### config.mk
export PLATFORM = sky130hd
export DESIGN_NAME = load_store_unit
export DESIGN_NICKNAME = d
export VERILOG_FILES = /design/src/rtl/lsu_pkg.sv /design/src/rtl/lsu_lane_align.sv /design/src/rtl/load_store_unit.sv
export SDC_FILE = /design/constraint.sdc
export NUM_CORES = 1
export LEC_CHECK = 0
export CAP_MARGIN = 25
export CORE_MARGIN = 2
export CORE_UTILIZATION = 25
export CTS_BUF_LIST = sky130_fd_sc_hd__clkbuf_16
export CTS_CLUSTER_DIAMETER = 60
export DETAILED_ROUTE_END_ITERATION = 8
export GPL_ROUTABILITY_DRIVEN = 0
export PLACE_DENSITY = 0.47
export REMOVE_ABC_BUFFERS = 1
export SYNTH_ARGS = -nofsm -noshare
export SYNTH_HDL_FRONTEND = slang
export SYNTH_HIERARCHICAL = 1
export SYNTH_SLANG_ARGS = --single-unit
### constraint.sdc
create_clock -name clk -period 3.4 [get_ports clk]
set_input_delay 0.68 -clock clk [delete_from_list [all_inputs] [get_ports clk]]
set_output_delay 0.68 -clock clk [all_outputs]
set_load 0.01 [all_outputs]
### src/rtl/lsu_pkg.sv
// Shared encodings for the MEM-stage load/store unit: access sizes, FSM states
// and the default bus timeout.
package lsu_pkg;

   localparam logic [1:0] SZ_BYTE = 2'b00;
   localparam logic [1:0] SZ_HALF = 2'b01;
   localparam logic [1:0] SZ_WORD = 2'b10;
   localparam logic [1:0] SZ_RSVD = 2'b11;

   localparam int DEFAULT_TIMEOUT = 16;

   typedef enum logic [1:0] {
      ST_IDLE = 2'd0,
      ST_WAIT = 2'd1,
      ST_RESP = 2'd2
   } lsu_state_e;

endpackage

### src/rtl/lsu_lane_align.sv
// Big-endian byte-lane steering: byte enables and store-data replication on the
// way out, lane extraction and sign/zero extension on the way back.
module lsu_lane_align
   import lsu_pkg::*;
(
   input  logic [1:0]  i_size,
   input  logic [1:0]  i_offset,
   input  logic        i_signed,
   input  logic [31:0] i_wdata,
   input  logic [31:0] i_rdata,
   output logic [3:0]  o_be,
   output logic [31:0] o_wdata,
   output logic [31:0] o_rdata
);

   logic [7:0]  w_byte;
   logic [15:0] w_half;

   always_comb begin
      o_be    = 4'b0000;
      o_wdata = 32'h0;
      o_rdata = 32'h0;
      w_byte  = 8'h0;
      w_half  = 16'h0;

      // Lowest byte address lives in bits 31:24.
      case (i_offset)
         2'd0:    w_byte = i_rdata[31:24];
         2'd1:    w_byte = i_rdata[23:16];
         2'd2:    w_byte = i_rdata[15:8];
         default: w_byte = i_rdata[7:0];
      endcase
      w_half = i_offset[1] ? i_rdata[15:0] : i_rdata[31:16];

      case (i_size)
         SZ_BYTE: begin
            o_be    = 4'b1000 >> i_offset;
            o_wdata = {4{i_wdata[7:0]}};
            o_rdata = {{24{i_signed & w_byte[7]}}, w_byte};
         end
         SZ_HALF: begin
            o_be    = i_offset[1] ? 4'b0011 : 4'b1100;
            o_wdata = {2{i_wdata[15:0]}};
            o_rdata = {{16{i_signed & w_half[15]}}, w_half};
         end
         SZ_WORD: begin
            o_be    = 4'b1111;
            o_wdata = i_wdata;
            o_rdata = i_rdata;
         end
         default: begin
            o_be    = 4'b0000;
            o_wdata = 32'h0;
            o_rdata = 32'h0;
         end
      endcase
   end

endmodule

### src/rtl/load_store_unit.sv
// MEM-stage load/store unit: single-outstanding request/ack access to data
// memory with big-endian lane alignment, misalignment and bus-timeout errors.
module load_store_unit
   import lsu_pkg::*;
#(
   parameter int TIMEOUT = DEFAULT_TIMEOUT,
   parameter int CNT_W   = 5
) (
   input  logic        clk,
   input  logic        reset,
   input  logic        req_valid,
   output logic        req_ready,
   input  logic        req_load,
   input  logic        req_store,
   input  logic [1:0]  req_size,
   input  logic        req_signed,
   input  logic [31:0] req_addr,
   input  logic [31:0] req_wdata,
   input  logic [4:0]  req_rd,
   output logic        mem_req,
   output logic        mem_we,
   output logic [31:0] mem_addr,
   output logic [3:0]  mem_be,
   output logic [31:0] mem_wdata,
   input  logic        mem_ack,
   input  logic [31:0] mem_rdata,
   output logic        resp_valid,
   output logic        resp_we,
   output logic [4:0]  resp_rd,
   output logic [31:0] resp_data,
   output logic        err_misalign,
   output logic        err_bus,
   output logic        stall
);

   lsu_state_e       r_state;
   logic [1:0]       r_size;
   logic [1:0]       r_offset;
   logic             r_signed;
   logic             r_load;
   logic [4:0]       r_rd;
   logic [CNT_W-1:0] r_cnt;

   logic [1:0]  w_size;
   logic [1:0]  w_offset;
   logic        w_signed;
   logic [3:0]  w_be;
   logic [31:0] w_wdata;
   logic [31:0] w_rdata;
   logic        w_accept;
   logic        w_misalign;
   logic        w_illegal;

   // Aligner sees the live request while idle and the latched one while waiting.
   assign w_size   = (r_state == ST_IDLE) ? req_size        : r_size;
   assign w_offset = (r_state == ST_IDLE) ? req_addr[1:0]   : r_offset;
   assign w_signed = (r_state == ST_IDLE) ? req_signed      : r_signed;

   assign w_accept   = req_valid & (req_load | req_store);
   assign w_misalign = ((req_size == SZ_HALF) & req_addr[0]) |
                       ((req_size == SZ_WORD) & (req_addr[1:0] != 2'b00));
   assign w_illegal  = (req_size == SZ_RSVD) | (req_load & req_store);

   assign req_ready = (r_state == ST_IDLE);
   assign stall     = ~req_ready;

   lsu_lane_align u_align (
      .i_size   (w_size),
      .i_offset (w_offset),
      .i_signed (w_signed),
      .i_wdata  (req_wdata),
      .i_rdata  (mem_rdata),
      .o_be     (w_be),
      .o_wdata  (w_wdata),
      .o_rdata  (w_rdata)
   );

   always_ff @(posedge clk or negedge reset) begin
      if (!reset) begin
         r_state      <= ST_IDLE;
         r_size       <= 2'b00;
         r_offset     <= 2'b00;
         r_signed     <= 1'b0;
         r_load       <= 1'b0;
         r_rd         <= 5'd0;
         r_cnt        <= '0;
         mem_req      <= 1'b0;
         mem_we       <= 1'b0;
         mem_addr     <= 32'h0;
         mem_be       <= 4'b0000;
         mem_wdata    <= 32'h0;
         resp_valid   <= 1'b0;
         resp_we      <= 1'b0;
         resp_rd      <= 5'd0;
         resp_data    <= 32'h0;
         err_misalign <= 1'b0;
         err_bus      <= 1'b0;
      end else begin
         case (r_state)
            ST_IDLE: begin
               if (w_accept) begin
                  r_size   <= req_size;
                  r_offset <= req_addr[1:0];
                  r_signed <= req_signed;
                  r_load   <= req_load;
                  r_rd     <= req_rd;
                  r_cnt    <= '0;
                  if (w_misalign || w_illegal) begin
                     r_state      <= ST_RESP;
                     resp_valid   <= 1'b1;
                     resp_we      <= 1'b0;
                     resp_rd      <= req_rd;
                     resp_data    <= 32'h0;
                     err_misalign <= w_misalign;
                     err_bus      <= w_illegal;
                  end else begin
                     r_state   <= ST_WAIT;
                     mem_req   <= 1'b1;
                     mem_we    <= req_store;
                     mem_addr  <= {req_addr[31:2], 2'b00};
                     mem_be    <= w_be;
                     mem_wdata <= req_store ? w_wdata : 32'h0;
                  end
               end
            end

            ST_WAIT: begin
               // An ack in the final timeout cycle still completes normally.
               if (mem_ack || (r_cnt == CNT_W'(TIMEOUT - 1))) begin
                  r_state    <= ST_RESP;
                  mem_req    <= 1'b0;
                  mem_we     <= 1'b0;
                  mem_addr   <= 32'h0;
                  mem_be     <= 4'b0000;
                  mem_wdata  <= 32'h0;
                  resp_valid <= 1'b1;
                  resp_rd    <= r_rd;
                  err_bus    <= ~mem_ack;
                  resp_we    <= mem_ack & r_load & (r_rd != 5'd0);
                  resp_data  <= (mem_ack & r_load) ? w_rdata : 32'h0;
               end else begin
                  r_cnt <= r_cnt + CNT_W'(1);
               end
            end

            ST_RESP: begin
               r_state      <= ST_IDLE;
               resp_valid   <= 1'b0;
               resp_we      <= 1'b0;
               resp_rd      <= 5'd0;
               resp_data    <= 32'h0;
               err_misalign <= 1'b0;
               err_bus      <= 1'b0;
            end

            default: r_state <= ST_IDLE;
         endcase
      end
   end

endmodule

# --- After elaboration in Yosys (flattened, before gate mapping) ---
# Index checks and enable logic that the tools add are counted.
word_totals:
  ff_bits: 129
  input_bits: 110
  out_inout_bits: 113
  elab_cells: 123
classes:
  addsub: 1
  eq_ne: 15
  shift: 1
  mux: 59
  bitwise_logic: 13
  reduce_logical: 16
ops:
  columns: ["cell", "n"]
  rows:
  - ["$mux 32", 10]
  - ["$pmux 32 s3", 3]
  - ["$pmux 32 s2", 2]
  - ["$mux 5", 5]
  - ["$pmux 8 s3", 1]
  - ["$mux 1", 17]
  - ["$mux 16", 1]
  - ["$mux 4", 4]
  - ["$pmux 5 s3", 1]
  - ["$pmux 4 s3", 1]
  - ["$eq 2x2->1 const B", 5]
  - ["$mux 2", 5]
  - ["$pmux 5 s2", 1]
  - ["$pmux 1 s3", 3]
  - ["$and 1x1->1", 8]
  - ["$eq 2x1->1 const B", 4]
  - ["$pmux 4 s2", 1]
  - ["$reduce_and 4->1", 2]
  - ["$logic_not 2->1", 3]
  - ["$ne 2x2->1 const B", 3]
  - ["$pmux 1 s2", 3]
  - ["$reduce_and 3->1", 2]
  - ["$reduce_bool 2->1", 3]
  - ["$add 5x1->5 const B", 1]
  - ["other kinds (10)", 16]

# --- Longest topological paths before layout ---
logic_depth:
  depth_word: 9
  ltp_mapped: 13
  depth_no_buf: 8

# --- Cells and area by module ---
# Netlist, hierarchy kept.
by_module_without_submodules:
  columns: ["module", "instances", "cells_each", "area_each_um2", "seq_area_each_um2"]
  rows:
  - ["load_store_unit", 1, 449, 5425.2, 3178.0]
  - ["lsu_lane_align", 1, 171, 1104.8, 0.0]

# --- Least setup slack after synthesis ---
# No wires, ideal clock.
synth_path:
  path_type: "register to register"
  from: "register r_state[0]"
  to: "register resp_data[21]"
  setup_time_ps: 124
  t_arrival_ps: 2847
  required_time_ps: 3276
  slack_ps: 429
  stages_incl_launch_ff: 14
  path_buffers: 5
  period_less_slack_ps: 2971
  cell_sequence: "dfrtp_1 inv_1 ha_1 buf_2 clkbuf_1 mux2_2 clkbuf_1 mux4_2 and3_4 buf_6 buf_8 a211o_1 nand2_1 mux2i_1"
synth_via:
  elab_chain_cells: 9
  elab_cells_between_ends: 25
  cone_classes: "eq/ne (9); mux (9); bitwise (2); reduce/logical (5)"
synth_rtl:
  columns: ["element", "line_no", "text"]
  rows:
  - ["start: declaration", "load_store_unit.sv:36", "lsu_state_e r_state;"]
  - ["start signal: assignment", "load_store_unit.sv:80", "r_state <= ST_IDLE;"]
  - ["start signal: assignment", "load_store_unit.sv:109", "r_state <= ST_RESP;"]
  - ["start signal: assignment", "load_store_unit.sv:117", "r_state <= ST_WAIT;"]
  - ["$logic_not 2->1 *", null, null]
  - ["named net req_ready", "load_store_unit.sv:12", "output logic req_ready,"]
  - ["$mux 2 *", "load_store_unit.sv:56", "assign w_offset = (r_state == ST_IDLE) ? req_addr[1:0] : r_offset;"]
  - ["named net w_offset[0]", "load_store_unit.sv:45", "logic [1:0] w_offset;"]
  - ["$eq 2x2->1 (tied with other cells)", "lsu_lane_align.sv:27", "case (i_offset)"]
  - ["$pmux 8 s3 *", "lsu_lane_align.sv:27", null]
  - ["$and 1x1->1 *", "lsu_lane_align.sv:39", "o_rdata = {{24{i_signed & w_byte[7]}}, w_byte};"]
  - ["$pmux 32 s3 *", "lsu_lane_align.sv:35", "case (i_size)"]
  - ["named net w_rdata[21]", "load_store_unit.sv:49", "logic [31:0] w_rdata;"]
  - ["$mux 32 *", "load_store_unit.sv:140", "resp_data <= (mem_ack & r_load) ? w_rdata : 32'h0;"]
  - ["$mux 32 *", "load_store_unit.sv:129", "if (mem_ack || (r_cnt == CNT_W'(TIMEOUT - 1))) begin"]
  - ["$pmux 32 s3 *", "load_store_unit.sv:99", "case (r_state)"]
  - ["end signal: assignment", "load_store_unit.sv:140", null]
  - ["end: declaration", "load_store_unit.sv:30", "output logic [31:0] resp_data,"]
# Mark *: on every way through the listed nets, which the timed path passes. The rest lies on a longest branch. The select of a mux whose other input is x is not followed.
# A chain may end at the register's enable or synchronous reset.

# --- Worst setup path after layout ---
layout_path:
  from: "register r_state[0]"
  to: "output port stall"
layout_via:
  elab_chain_cells: 2
layout_rtl:
  columns: ["element", "line_no", "text"]
  rows:
  - ["$logic_not 2->1", "load_store_unit.sv:64", "assign req_ready = (r_state == ST_IDLE);"]
  - ["$not 1->1", "load_store_unit.sv:65", "assign stall = ~req_ready;"]
  - ["end: declaration", "load_store_unit.sv:33", "output logic stall"]
# Every way passes these cells.

==> metrics.yaml <==
outcome: "finished clean"
areaGrowthSynthToFinish_pct: 48.27
yosysTopAreaCellShare: 0.4867
ys_types: 57
cts_tree: "yes"
ys_seq_elements: 127
grt_max_degree: 68
maxSlewHeadroom: 0.3633
tightest_slew_ps: 928.5
layout_worst_path_cycle_share: 0.8386
yosys_warnings: 6
fp.dieW_um: 165.6
cts_buffers: 17
syn_avg_cell_area_sq_um: 10.53
power.internal_mw: 5.098
syn_area_sq_mm: 0.006530
rsz0062_at_grt: "no"
dieArea_sq_mm: 0.02743
crit_path_start_kind: "flip-flop"
port-buffer-count: 220
cellPowerDensity_mw_per_mm2: 816.3
fin_crit_ps: 2851
hold_violations: 0
post_route_cells_drive_above_1_share: 0.1077
path_max_fanout: 17
cts_root_buf: "clkbuf_16"
p_sw_mw: 2.805
grt_pass1_vias: 5614
clock_sinks: 127
clk_path_buf_depth: 2
io_pins: 223
via_count: 5469
yosys.area.top_type: "dfrtp_1"
dr.pass1.iters: 5
worstHoldPathType: "input port to asynchronous set/reset pin"
grt_first_pass_wirelength_um: 32450
cap_violations: 0
syn-instance-count: 620
start_util: 0.2527
skew_ps: 14.77
worstPathArrival_ps: 2170
power_frac_clock: 0.232
ant_nets: 0
core_sq_mm: 0.02584
drc_errors: 0
wl_per_cell_um: 17.31
drtIter0Drc: 309
finalPower_mw: 7.903
synthFlopType: "dfrtp_1"
drv_slew: 0
avgViaCountPerCell: 4.635
setup_violations: 0
grt_overflow: 0
grtUsageTotal: 0.1483
power.share.sequential: 0.290
synthTopCellsByArea: "dfrtp_1 49%, a22o_1 9.0%, mux2i_1 5.7%, nand2_1 4.1%, mux2_2 3.4%"
post_cts_buffers: 0
synthTopCellsByCount: "127 x dfrtp_1, 71 x nand2_1, 67 x a22o_1"
switching_share: 0.3549
seq_area_frac_synth: 0.4867
cts_hold_buf: 0
rows: 59
crit_type: "flip-flop to output port"
max_freq_mhz: 350.7
cts_resized: 0
die_y_um: 165.6
comb_power_share: 0.477
cp-end-kind: "output port"
yosysMostFrequentCell: "dfrtp_1"
routed_wl_um: 20430
ir_worst_vdd_mv: 0.2994
clk_pin_slew_ps: 60
cp.required_ps: 2720
layout.nets: 948
cts_max_level: 4
dpl.hpwl_um: 14170
p_leak_nw: 4.228
synth_edf_count: 0
antenna_cells: 0
antenna_found_initial: 0
setup_tns_ps: 0
synth-async-reset-ratio: 1.000
clk_latency_ps: 430
through the flow:
stage / instances / worst slack (ps) / hold WS (ps) / utilization / area (sq um)
after floorplan: 574 / 24.20 / 384.4 / - / 6271
after global placement: 1147 / 309.2 / 459.2 / 0.3519 / 9091
after detailed placement: 1148 / 373.5 / 464.8 / 0.3521 / 9096
after CTS: 1180 / 503.0 / 281.4 / 0.3747 / 9682
after global routing: 1180 / 398.0 / 316.3 / 0.3747 / 9682
final: 1180 / 548.6 / 269.4 / 0.3747 / 9682
registers in the layout (all words and copies together), names as in the netlist:
register,count
err_bus,1
err_misalign,1
mem_addr,30
mem_be,4
mem_req,1
mem_wdata,32
mem_we,1
r_cnt,5
r_load,1
r_offset,2
r_rd,5
r_signed,1
r_size,2
r_state,2
resp_data,32
resp_rd,5
resp_valid,1
resp_we,1
layout by cell type (no fill, tap or decap), types with 5 or more instances in the layout:
| cell type | netlist | final |
|---|---|---|
| a21o_1 | 12 | 11 |
| a221o_1 | 9 | 9 |
| mux2_4 | 6 | 6 |
| nand3_1 | 8 | 8 |
| o21a_1 | 5 | 5 |
| o211ai_1 | 9 | 9 |
| nand2_1 | 71 | 71 |
| o21ai_0 | 35 | 35 |
| mux2i_1 | 37 | 37 |
| mux2_2 | 20 | 20 |
| buf_4 | 2 | 14 |
| a21oi_1 | 24 | 24 |
| nor2_1 | 5 | 5 |
| dfrtp_1 | 127 | 127 |
| clkbuf_16 | 0 | 17 |
| and2_1 | 8 | 8 |
| nor2b_1 | 19 | 17 |
| clkdlybuf4s50_1 | 0 | 219 |
| a22o_1 | 67 | 67 |
| inv_1 | 47 | 47 |
| ha_1 | 6 | 6 |
| a211o_1 | 16 | 16 |
layout make-up:
class	count	area, sq um
fillers	2625	16160
flip-flops and latches	127	3178
multi-input cells	400	2929
repair buffers	239	2394
clock buffers	17	425.4
well taps	335	419.2
inverters	47	176.4
clock inverters	15	160.2
routing by layer:
layer  share of wire  track usage  wire, um  vias to the layer above
li1                -            -         -                     2645
met1            0.47       0.2012      9575                     2634
met2            0.46       0.2334      9395                      179
met3           0.062      0.04182      1265                       11
met4          0.0094      0.03819       193                        0
met5               0            0         0                        -
path summary, 6_finish.rpt:
check	depth (start not counted)	start	slack [ps]	to
setup / recovery	5	r_state[0]	550	stall
setup reg to reg	8	r_state[0]	690	mem_be[0]
min in group clk	1	mem_we	470	mem_we
hold / removal	1	reset	270	resp_rd[0]
max in group asynchronous	2	reset	2370	resp_data[25]
hold reg to reg	1	mem_we	470	mem_we
kinds of logic after synthesis:
group	synth area share
AO/OA/AOI/OAI	0.2238
adder cells (fa/ha/maj)	0.01150
buffers and inverters	0.06725
flip-flops	0.4867
multiplexers	0.1085
other	0.0005743
AND/OR/NAND/NOR	0.1017
power groups by stage:
stage          logic (mW)  clock network (mW)  registers, mW
2_1_floorplan        1.87                   0           2.48
3_3_place_gp         3.81                   0           2.32
3_5_place_dp         3.83                   0           2.30
4_1_cts              3.84                1.90           2.30
5_1_grt              4.09                1.96           2.36
6_report             3.77                1.84           2.29
worst max-delay path, cell delays in order (launching register included):
cell	delay, ps
dfrtp_1	410
inv_1	120
ha_1	300
buf_4	290
inv_1	120
clkdlybuf4s50_1	500
No activity file was read; power rests on OpenSTA's default activity.
==> variant 1: new RTL, same flow settings <==
Set the parameter `CNT_W` to 10 (it was 5).
--- a/src/rtl/load_store_unit.sv
+++ b/src/rtl/load_store_unit.sv
@@ -4,7 +4,7 @@
    import lsu_pkg::*;
 #(
    parameter int TIMEOUT = DEFAULT_TIMEOUT,
-   parameter int CNT_W   = 5
+   parameter int CNT_W   = 10
 ) (
    input  logic        clk,
    input  logic        reset,
Check against the original RTL: no difference found for any inputs over 4 cycles, from zero or initial values and one cycle with reset low; that may be too few to reach the edited logic, so the function may still have changed.
==> variant 1 against the original RTL <==
- sequential cell count up 5
- setup slack worse by 43 ps
- clock power rose by 4%
- final area rose by 6.5%
- global-route usage increased by 0.58 points
- area after synthesis grew 8.2%
- total power up 15%
- routed wire length increased by 11%
- critical path type is now register to register
==> variant 1: results (changes against the original RTL) <==
| Metric | Value |
|---|---|
| Mux share of post-synthesis cell area | `15.1% (was 10.8%)` |
| Outcome | `complete, no violations (unchanged)` |
| Pin count of the biggest net entering global routing | `66 (was 68)` |
| Number of global-route vias before repair | `5894 (was 5614)` |
| Peak supply drop | `427 uV (was 299 uV)` |
| Via-to-Cell Ratio | `4.56 (was 4.63)` |
| GR Layer Usage met1 | `21.7% (was 20.1%)` |
| Worst setup endpoint | `resp_data[20] (was stall)` |
| First DRT Iteration DRCs | `322 (was 309)` |
| Initial antenna violation count | `5 (was 0)` |
| Fraction of final layout cells with drive strength greater than 1 | `14.1% (was 10.8%)` |
| Critical path's slowest cell | `sky130_fd_sc_hd__and3_1 (was sky130_fd_sc_hd__clkdlybuf4s50_1)` |
| CP arrival | `3240 ps (was 2170 ps)` |
| Syn Area/Cell | `10.4 sq um (was 10.5 sq um)` |
| Total leakage power | `4.43 nW (was 4.23 nW)` |
| Setup slack, reg-to-reg | `510 ps (was 690 ps)` |
| Net count, final | `1009 (was 948)` |
| Post-detailed-route wirelength per cell | `17.6 um (was 17.3 um)` |
| Instance count after placement with tap cells included | `1253 (was 1148)` |
| Quantity of gates resized following cts | `0 (unchanged)` |
| Cell type group with the largest total delay on the critical path | `multiplexers (was buffers and inverters)` |
| Detailed placement HPWL | `15500 um (was 14200 um)` |
| GRT Total Usage | `15.4% (was 14.8%)` |
| Synthesized-area fraction occupied by ao, oa, aoi and oai cells | `16.6% (was 22.4%)` |
| Met3 layer usage reported by global route | `5.22% (was 4.18%)` |
| Number of fill cells in the layout | `2804 (was 2625)` |
| Instance area at placement | `9700 sq um (was 9100 sq um)` |
| Worst-margin pin slew | `930 ps (was 929 ps)` |
| Share of synthesized area occupied by flip-flops and latches | `46.7% (was 48.7%)` |
| Highest cell delay on the worst timing path | `690 ps (was 500 ps)` |
| Crit Path Max Fanout | `16 (was 17)` |
| Commonest cells in the synthesized netlist | `132 x sky130_fd_sc_hd__dfrtp_1, 72 x sky130_fd_sc_hd__nand2_1, 58 x sky130_fd_sc_hd__mux2_2, 53 x sky130_fd_sc_hd__nor2b_1, 50 x sky130_fd_sc_hd__inv_1 (was 127 x sky130_fd_sc_hd__dfrtp_1, 71 x sky130_fd_sc_hd__nand2_1, 67 x sky130_fd_sc_hd__a22o_1, 47 x sky130_fd_sc_hd__inv_1, 37 x sky130_fd_sc_hd__mux2i_1)` |
| Worst min-delay path category | `primary input to async pin (unchanged)` |
| Vias after detailed routing | `5872 (was 5469)` |
| Global routing usage on met2 | `22.6% (was 23.3%)` |
| Max Clock Skew | `10.3 ps (was 14.8 ps)` |
| First-pass GRT wire length | `34900 um (was 32500 um)` |
==> variant 1: cell types whose count changed in the layout (fill, tap and decap cells not counted), moves of 3 or more <==
cell,before,now
sky130_fd_sc_hd__nor2b_1,17,51
sky130_fd_sc_hd__a22o_1,67,32
sky130_fd_sc_hd__nand3_1,8,11
sky130_fd_sc_hd__mux2_2,20,58
sky130_fd_sc_hd__dfrtp_1,127,132
sky130_fd_sc_hd__mux2_4,6,0
sky130_fd_sc_hd__o211ai_1,9,12
sky130_fd_sc_hd__buf_4,14,22
sky130_fd_sc_hd__o21ai_0,35,38
sky130_fd_sc_hd__inv_1,47,51
==> variant 1: power by group through the flow <==
stage	registers [W]	logic [W]	clock network (W)
floorplan	0.00261	0.00251	0
global placement	0.00243	0.00482	0
detailed placement	0.00243	0.00482	0
CTS	0.00242	0.00484	0.00200
global route	0.00249	0.00518	0.00207
finish	0.00241	0.00476	0.00192
==> variant 1: final cells by class <==
class | count | area [sq um] | share of cell area, %
clock inverter | 15 | 180 | 1.75
inverter | 50 | 188 | 1.82
multi-input combinational | 448 | 3310 | 32.1
antenna | 2 | 5.00 | 0.0485
clock buffer | 17 | 425 | 4.12
timing repair buffer | 245 | 2430 | 23.5
tap | 378 | 473 | 4.59
sequential | 132 | 3300 | 32.0
==> variant 1: layer usage <==
layer | up-vias | wire, um
li1 | 2820 | -
met1 | 2830 | 10800
met2 | 198 | 9820
met3 | 22 | 1740
met4 | 2 | 281
met5 | - | 13
==> variant 1: metrics by stage <==
stage | TNS (ps) | worst slack, ps | hold WS (ps)
2_1_floorplan | -61490 | -1650 | 384
3_3_place_gp | 0 | 441 | 465
3_5_place_dp | 0 | 423 | 477
4_1_cts | 0 | 521 | 295
5_1_grt | 0 | 331 | 314
6_report | 0 | 506 | 276
==> variant 2: new RTL, same settings <==
Without the edit above. Register the output `err_misalign` once more, with the module's reset; this adds one clock of latency there. The other outputs are not delayed to match.
--- a/src/rtl/load_store_unit.sv
+++ b/src/rtl/load_store_unit.sv
@@ -32,6 +32,8 @@
    output logic        err_bus,
    output logic        stall
 );
+
+   logic err_misalign_s0;
 
    lsu_state_e       r_state;
    logic [1:0]       r_size;
@@ -93,7 +95,7 @@
          resp_we      <= 1'b0;
          resp_rd      <= 5'd0;
          resp_data    <= 32'h0;
-         err_misalign <= 1'b0;
+         err_misalign_s0 <= 1'b0;
          err_bus      <= 1'b0;
       end else begin
          case (r_state)
@@ -111,7 +113,7 @@
                      resp_we      <= 1'b0;
                      resp_rd      <= req_rd;
                      resp_data    <= 32'h0;
-                     err_misalign <= w_misalign;
+                     err_misalign_s0 <= w_misalign;
                      err_bus      <= w_illegal;
                   end else begin
                      r_state   <= ST_WAIT;
@@ -149,7 +151,7 @@
                resp_we      <= 1'b0;
                resp_rd      <= 5'd0;
                resp_data    <= 32'h0;
-               err_misalign <= 1'b0;
+               err_misalign_s0 <= 1'b0;
                err_bus      <= 1'b0;
             end
 
@@ -158,5 +160,13 @@
       end
    end
 
+   always_ff @(posedge clk or negedge reset) begin
+      if (!reset) begin
+         err_misalign <= '0;
+      end else begin
+         err_misalign <= err_misalign_s0;
+      end
+   end
+
 endmodule
 
Behaviour: not the same (a bounded check fails within 4 cycles, from zero or initial values and one cycle with reset low).
==> variant 2 against the original RTL <==
- final area grew 0.44%
- count of clock-buffer cells in the layout unchanged
- global-route usage increased by 1.2 points
- sequential share of layout area grew 0.11 points
- highest routed layer unchanged
- total power rose by 2.4%
- setup slack improved by 3.2 ps
- register-to-register slack worse by 140 ps
- sequential cell count rose by 1
- combinational power up 1%
- routed wire length is 4.8% higher
- area after synthesis shrank 0.50%
==> variant 2: results (changes against the original RTL) <==
| Metric | Value |
|---|---|
| Outcome | `complete, no violations (unchanged)` |
| Top Registers | `mem_wdata: 32 flops, resp_data: 32 flops, mem_addr: 30 flops (unchanged)` |
| First-pass GRT wire length | `33500 um (was 32500 um)` |
| CTS H-tree depth | `4 (unchanged)` |
| Total leakage power | `4.24 nW (was 4.23 nW)` |
| Cell at the root of the clock tree | `sky130_fd_sc_hd__clkbuf_16 (unchanged)` |
| Number of buffers inserted during clock tree synthesis | `17 (unchanged)` |
| First DRT Iteration DRCs | `350 (was 309)` |
| Initial antenna violation count | `0 (unchanged)` |
| Share of flip-flops with an asynchronous set or reset after synthesis | `100% (unchanged)` |
| Worst min-delay path category | `primary input to async pin (unchanged)` |
| WL final | `21400 um (was 20400 um)` |
| Detailed placement HPWL | `14800 um (was 14200 um)` |
| 1st-pass router iterations | `5 (unchanged)` |
| Number of port buffers | `220 (unchanged)` |
| Net count, final | `950 (was 948)` |
| Peak supply drop | `293 uV (was 299 uV)` |
| Share of synthesized area occupied by flip-flops and latches | `49.3% (was 48.7%)` |
| CP arrival | `2170 ps (about the same)` |
| Crit Path Max Fanout | `16 (was 17)` |
| Slew Limit Headroom | `34.7% (was 36.3%)` |
| Max Clock Skew | `8.83 ps (was 14.8 ps)` |
| Number of antenna repair diodes | `0 (unchanged)` |
| Number of global-route vias before repair | `5727 (was 5614)` |
| Top cells by area, synth | `sky130_fd_sc_hd__dfrtp_1 49%, sky130_fd_sc_hd__a22o_1 8.9%, sky130_fd_sc_hd__mux2i_1 5.7% (was sky130_fd_sc_hd__dfrtp_1 49%, sky130_fd_sc_hd__a22o_1 9.0%, sky130_fd_sc_hd__mux2i_1 5.7%)` |
| Quantity of gates resized following cts | `0 (unchanged)` |
| Syn. warnings | `6 (unchanged)` |
| Commonest cells in the synthesized netlist | `128 x sky130_fd_sc_hd__dfrtp_1, 68 x sky130_fd_sc_hd__nand2_1, 66 x sky130_fd_sc_hd__a22o_1, 46 x sky130_fd_sc_hd__inv_1, 37 x sky130_fd_sc_hd__mux2i_1 (was 127 x sky130_fd_sc_hd__dfrtp_1, 71 x sky130_fd_sc_hd__nand2_1, 67 x sky130_fd_sc_hd__a22o_1, 47 x sky130_fd_sc_hd__inv_1, 37 x sky130_fd_sc_hd__mux2i_1)` |
| Fraction of final layout cells with drive strength greater than 1 | `8.62% (was 10.8%)` |
| Clock latency on the worst-skew pair | `420 ps` |
| Via-to-Cell Ratio | `4.63 (about the same)` |
| Clock buffer depth | `2 (unchanged)` |
| GRT Total Usage | `16.0% (was 14.8%)` |
| Clock-pin slew of the registers on the worst-case setup and hold paths | `60 ps (about the same)` |
| Post-CTS setup-driven buffer insertion count | `0 (unchanged)` |
| Pin count of the biggest net entering global routing | `76 (was 68)` |
| Cell variety after synth | `59 (was 57)` |
==> variant 2: changes by cell type in the layout (fill, tap and decap cells not counted), sizes merged, moves of 2 or more <==
cell / before / now
clkinv: 5 / 1
a21oi: 25 / 28
o21a: 5 / 3
nand2b: 1 / 3
o21ai: 35 / 33
nand2: 71 / 68
inv: 52 / 55
==> variant 2: worst paths after layout <==
check                      slack [ps]            end  cells past startpoint       startpoint
setup / recovery                  550      req_ready                      4       r_state[0]
hold / removal                    270  resp_data[16]                      1            reset
min in group clk                  400   err_misalign                      0  err_misalign_s0
hold reg to reg                   400   err_misalign                      0  err_misalign_s0
setup reg to reg                  550  resp_data[29]                      8       r_state[0]
max in group asynchronous        2370    mem_addr[3]                      2            reset
==> variant 2: final cells by class <==
cell class / count / area, sq um
inverters: 47 / 176
well taps: 335 / 419
fillers: 2559 / 16000
repair buffers: 240 / 2400
clock buffers: 17 / 425
clock inverters: 15 / 199
multi-input cells: 400 / 2900
flip-flops and latches: 128 / 3200
==> variant 2: worst max-delay path, stage by stage, from the launching register on <==
cell and delay (ps):
sky130_fd_sc_hd__dfrtp_1 420, sky130_fd_sc_hd__inv_1 120, sky130_fd_sc_hd__ha_1 340, sky130_fd_sc_hd__buf_4 300
sky130_fd_sc_hd__clkdlybuf4s50_1 570
==> variant 2: cells by family (layout without fill, tap and decap cells) <==
group | count (synthesis) | after routing | synth area share, %
buf+inv | 94 | 319 | 6.53
flops | 128 | 128 | 49.3
mux | 64 | 64 | 10.6
simple gates | 135 | 135 | 10.2
other cells | 1 | 2 | 0.0577
compound gates | 193 | 193 | 22.2
fa+ha+maj | 6 | 6 | 1.16
==> variant 2: routing by layer <==
metal / track usage, % / wire [um] / up-vias / part of all wire (%)
met4: 4.58 / 244 / 0 / 1.1
met2: 24.4 / 9770 / 158 / 46
met1: 22.2 / 10100 / 2649 / 47
met3: 4.15 / 1250 / 16 / 5.9
li1: - / - / 2653 / -
met5: 0 / 0 / - / 0
==> variant 2: power by group <==
| part | total, W | internal, W | switching [W] |
|---|---|---|---|
| clock | 0.00198 | 0.00118 | 0.000794 |
| combinational | 0.00381 | 0.00195 | 0.00185 |
| sequential | 0.00231 | 0.00203 | 0.000285 |
| total | 0.00810 | 0.00517 | 0.00293 |
==> variant 2: through the flow <==
step / worst slack [ps] / power [W] / cell area, sq um / cells
4_1_cts: 549 / 0.00820 / 9720 / 1182
5_1_grt: 358 / 0.00862 / 9720 / 1182
3_3_place_gp: 323 / 0.00617 / 9090 / 1149
2_1_floorplan: -701 / 0.00433 / 6250 / 575
6_report: 552 / 0.00810 / 9720 / 1182
3_5_place_dp: 370 / 0.00615 / 9100 / 1150
